File: src/rtl/pc_fetch_unit.sv
// IF-stage program counter: boot wait, stall hold, ID redirects and fetch enable.
// Optional macro PC_FETCH_COUNT_EN adds a wrapping counter of accepted fetches.
module pc_fetch_unit #(
  parameter logic [15:0] PC_START    = 16'h0000,
  parameter int unsigned BOOT_CYCLES = 4
) (
  input  logic        CLK,
  input  logic        RSTboot,
  input  logic        ramSlot,
  input  logic        loadSlot,
  input  logic        redirect_valid,
  input  logic [15:0] redirect_target,
  output logic [15:0] pc_fetch,
  output logic [15:0] pc_next_seq,
  output logic        fetch_en,
`ifdef PC_FETCH_COUNT_EN
  output logic [15:0] fetch_count,
`endif
  output logic        booting
);

  localparam int unsigned PC_W  = 16;
  localparam int unsigned CNT_W = 8;
  localparam logic [CNT_W-1:0] BOOT_LAST = CNT_W'(BOOT_CYCLES - 1);

  typedef enum logic {
    ST_BOOT = 1'b0,
    ST_RUN  = 1'b1
  } state_t;

  state_t           r_state;
  logic [CNT_W-1:0] r_boot_cnt;
  logic [PC_W-1:0]  r_pc;

  // State, boot counter and PC; redirect outranks both stall sources.
  always_ff @(posedge CLK or negedge RSTboot) begin
    if (!RSTboot) begin
      r_state    <= ST_BOOT;
      r_boot_cnt <= '0;
      r_pc       <= PC_START;
    end else begin
      case (r_state)
        ST_BOOT: begin
          r_boot_cnt <= r_boot_cnt + CNT_W'(1);
          if (r_boot_cnt == BOOT_LAST) begin
            r_state <= ST_RUN;
          end
        end
        ST_RUN: begin
          if (redirect_valid) begin
            r_pc <= redirect_target;
          end else if (!loadSlot && !ramSlot) begin
            r_pc <= r_pc + PC_W'(1);
          end
        end
      endcase
    end
  end

  assign pc_fetch    = r_pc;
  assign pc_next_seq = r_pc + PC_W'(1);
  assign fetch_en    = (r_state == ST_RUN) && !ramSlot;
  assign booting     = (r_state == ST_BOOT);

`ifdef PC_FETCH_COUNT_EN
  logic [15:0] r_fetch_count;

  // Counts only fetches that IF/ID latches (not lost to MEM, not held by load-use).
  always_ff @(posedge CLK or negedge RSTboot) begin
    if (!RSTboot) begin
      r_fetch_count <= '0;
    end else if (r_state == ST_RUN && fetch_en && !loadSlot) begin
      r_fetch_count <= r_fetch_count + 16'd1;
    end
  end

  assign fetch_count = r_fetch_count;
`endif

endmodule

File: config.mk
export PLATFORM = sky130hd
export DESIGN_NAME = pc_fetch_unit
export DESIGN_NICKNAME = d
export VERILOG_FILES = /design/src/rtl/pc_fetch_unit.sv
export SDC_FILE = /design/constraint.sdc
export NUM_CORES = 1
export LEC_CHECK = 0
export ABC_CLOCK_PERIOD_IN_PS = 2100
export CAP_MARGIN = 25
export CORE_AREA = 2 2 64 66
export DETAILED_ROUTE_END_ITERATION = 10
export DIE_AREA = 0 0 66 68
export MAX_ROUTING_LAYER = met4
export PLACE_DENSITY = 0.87
export SLEW_MARGIN = 40
export SYNTH_ARGS = -nofsm -noshare
export SYNTH_HDL_FRONTEND = slang
export SYNTH_SLANG_ARGS = --single-unit
File: constraint.sdc
create_clock -name CLK -period 2.1 [get_ports CLK]
set_clock_uncertainty 0.2 [all_clocks]
set_input_delay 0.21 -clock CLK [delete_from_list [all_inputs] [get_ports CLK]]
set_output_delay 0.21 -clock CLK [all_outputs]
set_load 0.005 [all_outputs]
* Word level (Yosys, flattened, before mapping)
Cells that the tools add are included.
Operators by class: add/subtract/negate cells 2, multipliers 0, divide/modulo/power cells 0, order comparisons 0, equality and inequality tests 1, shift-type cells 0, multiplexer cells 4, bitwise operators 1, reduce and logical (&&, ||, !) cells 6
Operator list (count):
- 2-to-1 mux 16 bit | 2
- adder 16 x 1 -> 16 bit (second input constant) | 1
- adder 8 x 1 -> 8 bit (second input constant) | 1
- == test 8 x 2 -> 1 bit (second input constant) | 1
- logical AND 1 bit | 2
- logical NOT 1 bit | 2
- 2-to-1 mux 1 bit | 2
- AND reduction 2 bit | 1
- nonzero test 2 bit | 1
- inverter 1 bit | 1
Storage, ports and cells: register bits 25, bits in latches 0, RAM bits 0, ROM bits 0, input bits 21, output and inout bits 34, word-level logic and storage cells 17, memories kept 0

* Longest topological paths before layout
depth after elaboration 4, depth in mapped cells 6, mapped depth without buffers 5

* Worst setup path after synthesis
No wires, ideal clock.
path kind flip-flop to output port, start point register r_pc[0] (netlist: pc_fetch[0]), end point output pc_next_seq[14], data arrival time 1.365 ns, data required time 1.690 ns, setup slack 0.325 ns, cell stages (with the launch flop) 5, buffers on the path 0, cell sequence dfrtp_1 ha_1 nand3_2 nor4_4 xnor2_1
On the way: word-level cells in the longest chain between the ends 1
Ends and longest elaborated chain:
- start, declared | RTL line 33 | logic [PC_W-1:0] r_pc;
- start signal, assigned | RTL line 51 | r_pc <= redirect_target;
- start signal, assigned | RTL line 53 | r_pc <= r_pc + PC_W'(1);
- adder 16 x 1 -> 16 bit | RTL line 61 | assign pc_next_seq = r_pc + PC_W'(1);
- end, declared | RTL line 14 | output logic [15:0] pc_next_seq,
Every way passes these cells.

* Worst setup path after layout
start point register r_pc[0] (netlist: pc_fetch[0]), end point output pc_next_seq[15]
The elaborated chain is that of the path after synthesis.

==> flow_summary.yaml <==
cells_and_area:
  antenna-diode-count: 0
  fin_nets: 293
  area_delta_synth_final_pct: 68.6
  drive_gt1_share_pct: 36.4
  final_area_um2: 2800
  fin_cells: 319
  fin_util_pct: 72.6
place:
  post-place-ws_ns: -0.0906
  placed_cell_area_um2: 2420
  port_buffers: 54
  place_hpwl_um: 3510
  dp.cells: 290
  routabilityCongestion: 0.883
floorplan:
  row_count: 23
  fp.dieArea_um2: 4490
  die_x_um: 66
  core_um2: 3860
  die-height_um: 68
  start_util_pct: 43.1
  ios: 55
global_route:
  antenna_found_initial: 0
  grt_max_degree: 26
  grt_pass1_wl_um: 8690
  overflow: 0
  grt_use_total_pct: 25.8
  grt_pass1_vias: 1866
setup_path:
  worstPathArrival_ns: 1.77
  crit_required_ns: 1.69
  startpoint_type: "register"
  slowest_delay_ns: 0.38
  slowest_stage: "dfrtp_1"
  critPathKind: "register to output pin"
  cp-end-kind: "output pin"
  path_max_fanout: 2
  path_cells: "buf_4 > buf_4 > nand4_1 > nor4_4 > xor2_1 > buf_2"
  cpMostUsedCell: "buf_4"
clock_network:
  tritoncts: "yes"
  cts_sinks: 25
  numCtsBuffers: 3
  clock_latency_ns: 0.28
  ctsLongestPathBuffers: 2
  clkTransAtPathRegs_ns: 0.10
  cts_hold_buf: 0
  htree_levels: 1
  cts_root_buffer: "clkbuf_8"
logic_synthesis:
  ys_top_cells_by_area: "dfrtp_1, xnor2_1, o21ai_0"
  synth_seq_cells: 25
  yosysTopAreaCellShare_pct: 37.7
  synthFlopType: "dfrtp_1"
  synth_edf_count: 0
  synth_area_um2: 1660
  synth_nets: 191
  async_flop_share_pct: 100
  synth_area_per_cell_um2: 9.88
  netlist_instances: 168
  yosysUniqueCellTypes: 48
  yosysSeqAreaShare_pct: 37.7
  synth_top_area_cell: "dfrtp_1"
  yosys_warnings: 0
sta:
  relSlewSlack_pct: 65.7
  setup_ws_ns: -0.0790
  fin_crit_ns: 2.18
  finalSetupViolCount: 3
  rsz0062_at_grt: "yes"
  timing.fmax_mhz: 459
  slew_violations: 0
  setup_tns_ns: -0.174
  fin_crit_sh_pct: 104
  hold_viol: 0
  tightest_slew_ns: 0.508
  fin_hold_ws_ns: 0.0910
worst_hold_path:
  hp-class: "primary input to asynchronous set/reset pin"
drt:
  wl_um: 5990
  wl_per_cell_um: 18.8
  first_iter_violations: 164
  drt-pass1-iter-count: 4
  routed_via_density: 5.87
  drc: 0
  vias: 1872
  ant_nets: 0
power:
  vdd_ir_drop_max_v: 0.000371
  p_leak_nw: 1.25
  power.total_mw: 1.58
  powerDensity_nw_per_um2: 564
flow_run:
  maxCapViolations: 0
run_status:
  status: "finished, violations left"
  violations: "setup timing"
==> final cells by class <==
| type | count | area (µm²) |
|---|---|---|
| clock inverter | 1 | 5.00 |
| inverter | 6 | 22.5 |
| timing repair buffer | 108 | 957 |
| fill | 286 | 1060 |
| tap | 50 | 62.6 |
| sequential | 25 | 627 |
| multi-input combinational | 126 | 1080 |
| clock buffer | 3 | 41.3 |
==> power breakdown <==
group | total, mW | switching (mW) | internal (mW)
Sequential | 0.588 | 0.0630 | 0.525
Combinational | 0.692 | 0.299 | 0.393
Clock | 0.299 | 0.166 | 0.133
==> cell usage in the layout (no fill, tap or decap), types with 3 or more instances in the layout <==
cell type	n
buf_4	41
clkdlybuf4s50_1	40
dfrtp_1	24
o21ai_0	12
buf_6	11
nand3_1	10
xnor2_1	9
a21oi_1	8
nand2_1	7
nor2_1	7
xnor2_2	6
xor2_1	6
a32oi_1	6
clkbuf_2	6
inv_1	5
nand4_4	5
buf_2	5
nand4_1	3
and3_1	3
clkbuf_8	3
==> cell families after synthesis <==
kind of cell | share of synthesized area (%)
compound gates | 17.3
xor+xnor | 11.1
fa+ha+maj | 1.51
buf+inv | 4.97
flops | 37.7
mux | 1.28
simple gates | 26.2
==> worst max-delay path, delay by kind of cell, from the launching register on <==
| kind | cells | cell delay [ns] |
|---|---|---|
| xor gates and xnor gates | 1 | 0.23 |
| buffers and inverters | 3 | 0.38 |
| DFF | 1 | 0.38 |
| and+or+nand+nor | 2 | 0.51 |
==> layer usage <==
metal	up-vias	wire (µm)	track usage [%]	share of wire, %
li1	829	-	-	-
met1	927	2170	29.4	36
met2	93	3290	47.5	55
met3	23	360	3.78	6.0
met4	0	175	6.89	2.9
met5	-	0	-	0
==> synth_stat cells (2+ instances only) <==
cell type and n:
nand2_1 8, nor2_1 9, o21ai_0 13, a21oi_1 8, and3_1 5, xnor2_1 15
buf_2 3, buf_4 2, nand3_2 2, a32oi_1 6, xor2_1 6, nor4_1 2
nand3_1 10, inv_1 5, nor4_4 2, nor3_1 2, o22ai_1 2, nand4_2 2
o2bb2ai_1 2, clkbuf_1 4, a2bb2oi_1 2, nand4_1 3, nand4_4 3, and4_1 2
ha_1 2, o311ai_1 2, dfrtp_1 25
==> flip-flops by register name, indices dropped and copies added (netlist names) <==
signal      flops
pc_fetch       16
r_boot_cnt      8
r_state         1
==> what timing repair did <==
item / in CTS / in global routing
gates resized for setup: 39 / 35
cloned: 0 / 0
endpoints found under the setup margin: 14 / 12
pin swaps: 12 / 12
buffers inserted: 15 / 10
==> worst paths after layout <==
| check | from | endpoint | slack [ns] | depth (start not counted) |
|---|---|---|---|---|
| max in group asynchronous | RSTboot | pc_fetch[4] | 1.34 | 2 |
| min in group CLK | r_boot_cnt[7] | r_boot_cnt[7] | 0.28 | 1 |
| min reg2reg | r_boot_cnt[7] | r_boot_cnt[7] | 0.28 | 1 |
| max reg2reg | pc_fetch[0] | pc_fetch[15] | 0.20 | 8 |
| max | pc_fetch[0] | pc_next_seq[15] | -0.08 | 6 |
| min | RSTboot | pc_fetch[15] | 0.09 | 2 |
Power figures use the tool's default switching activity.
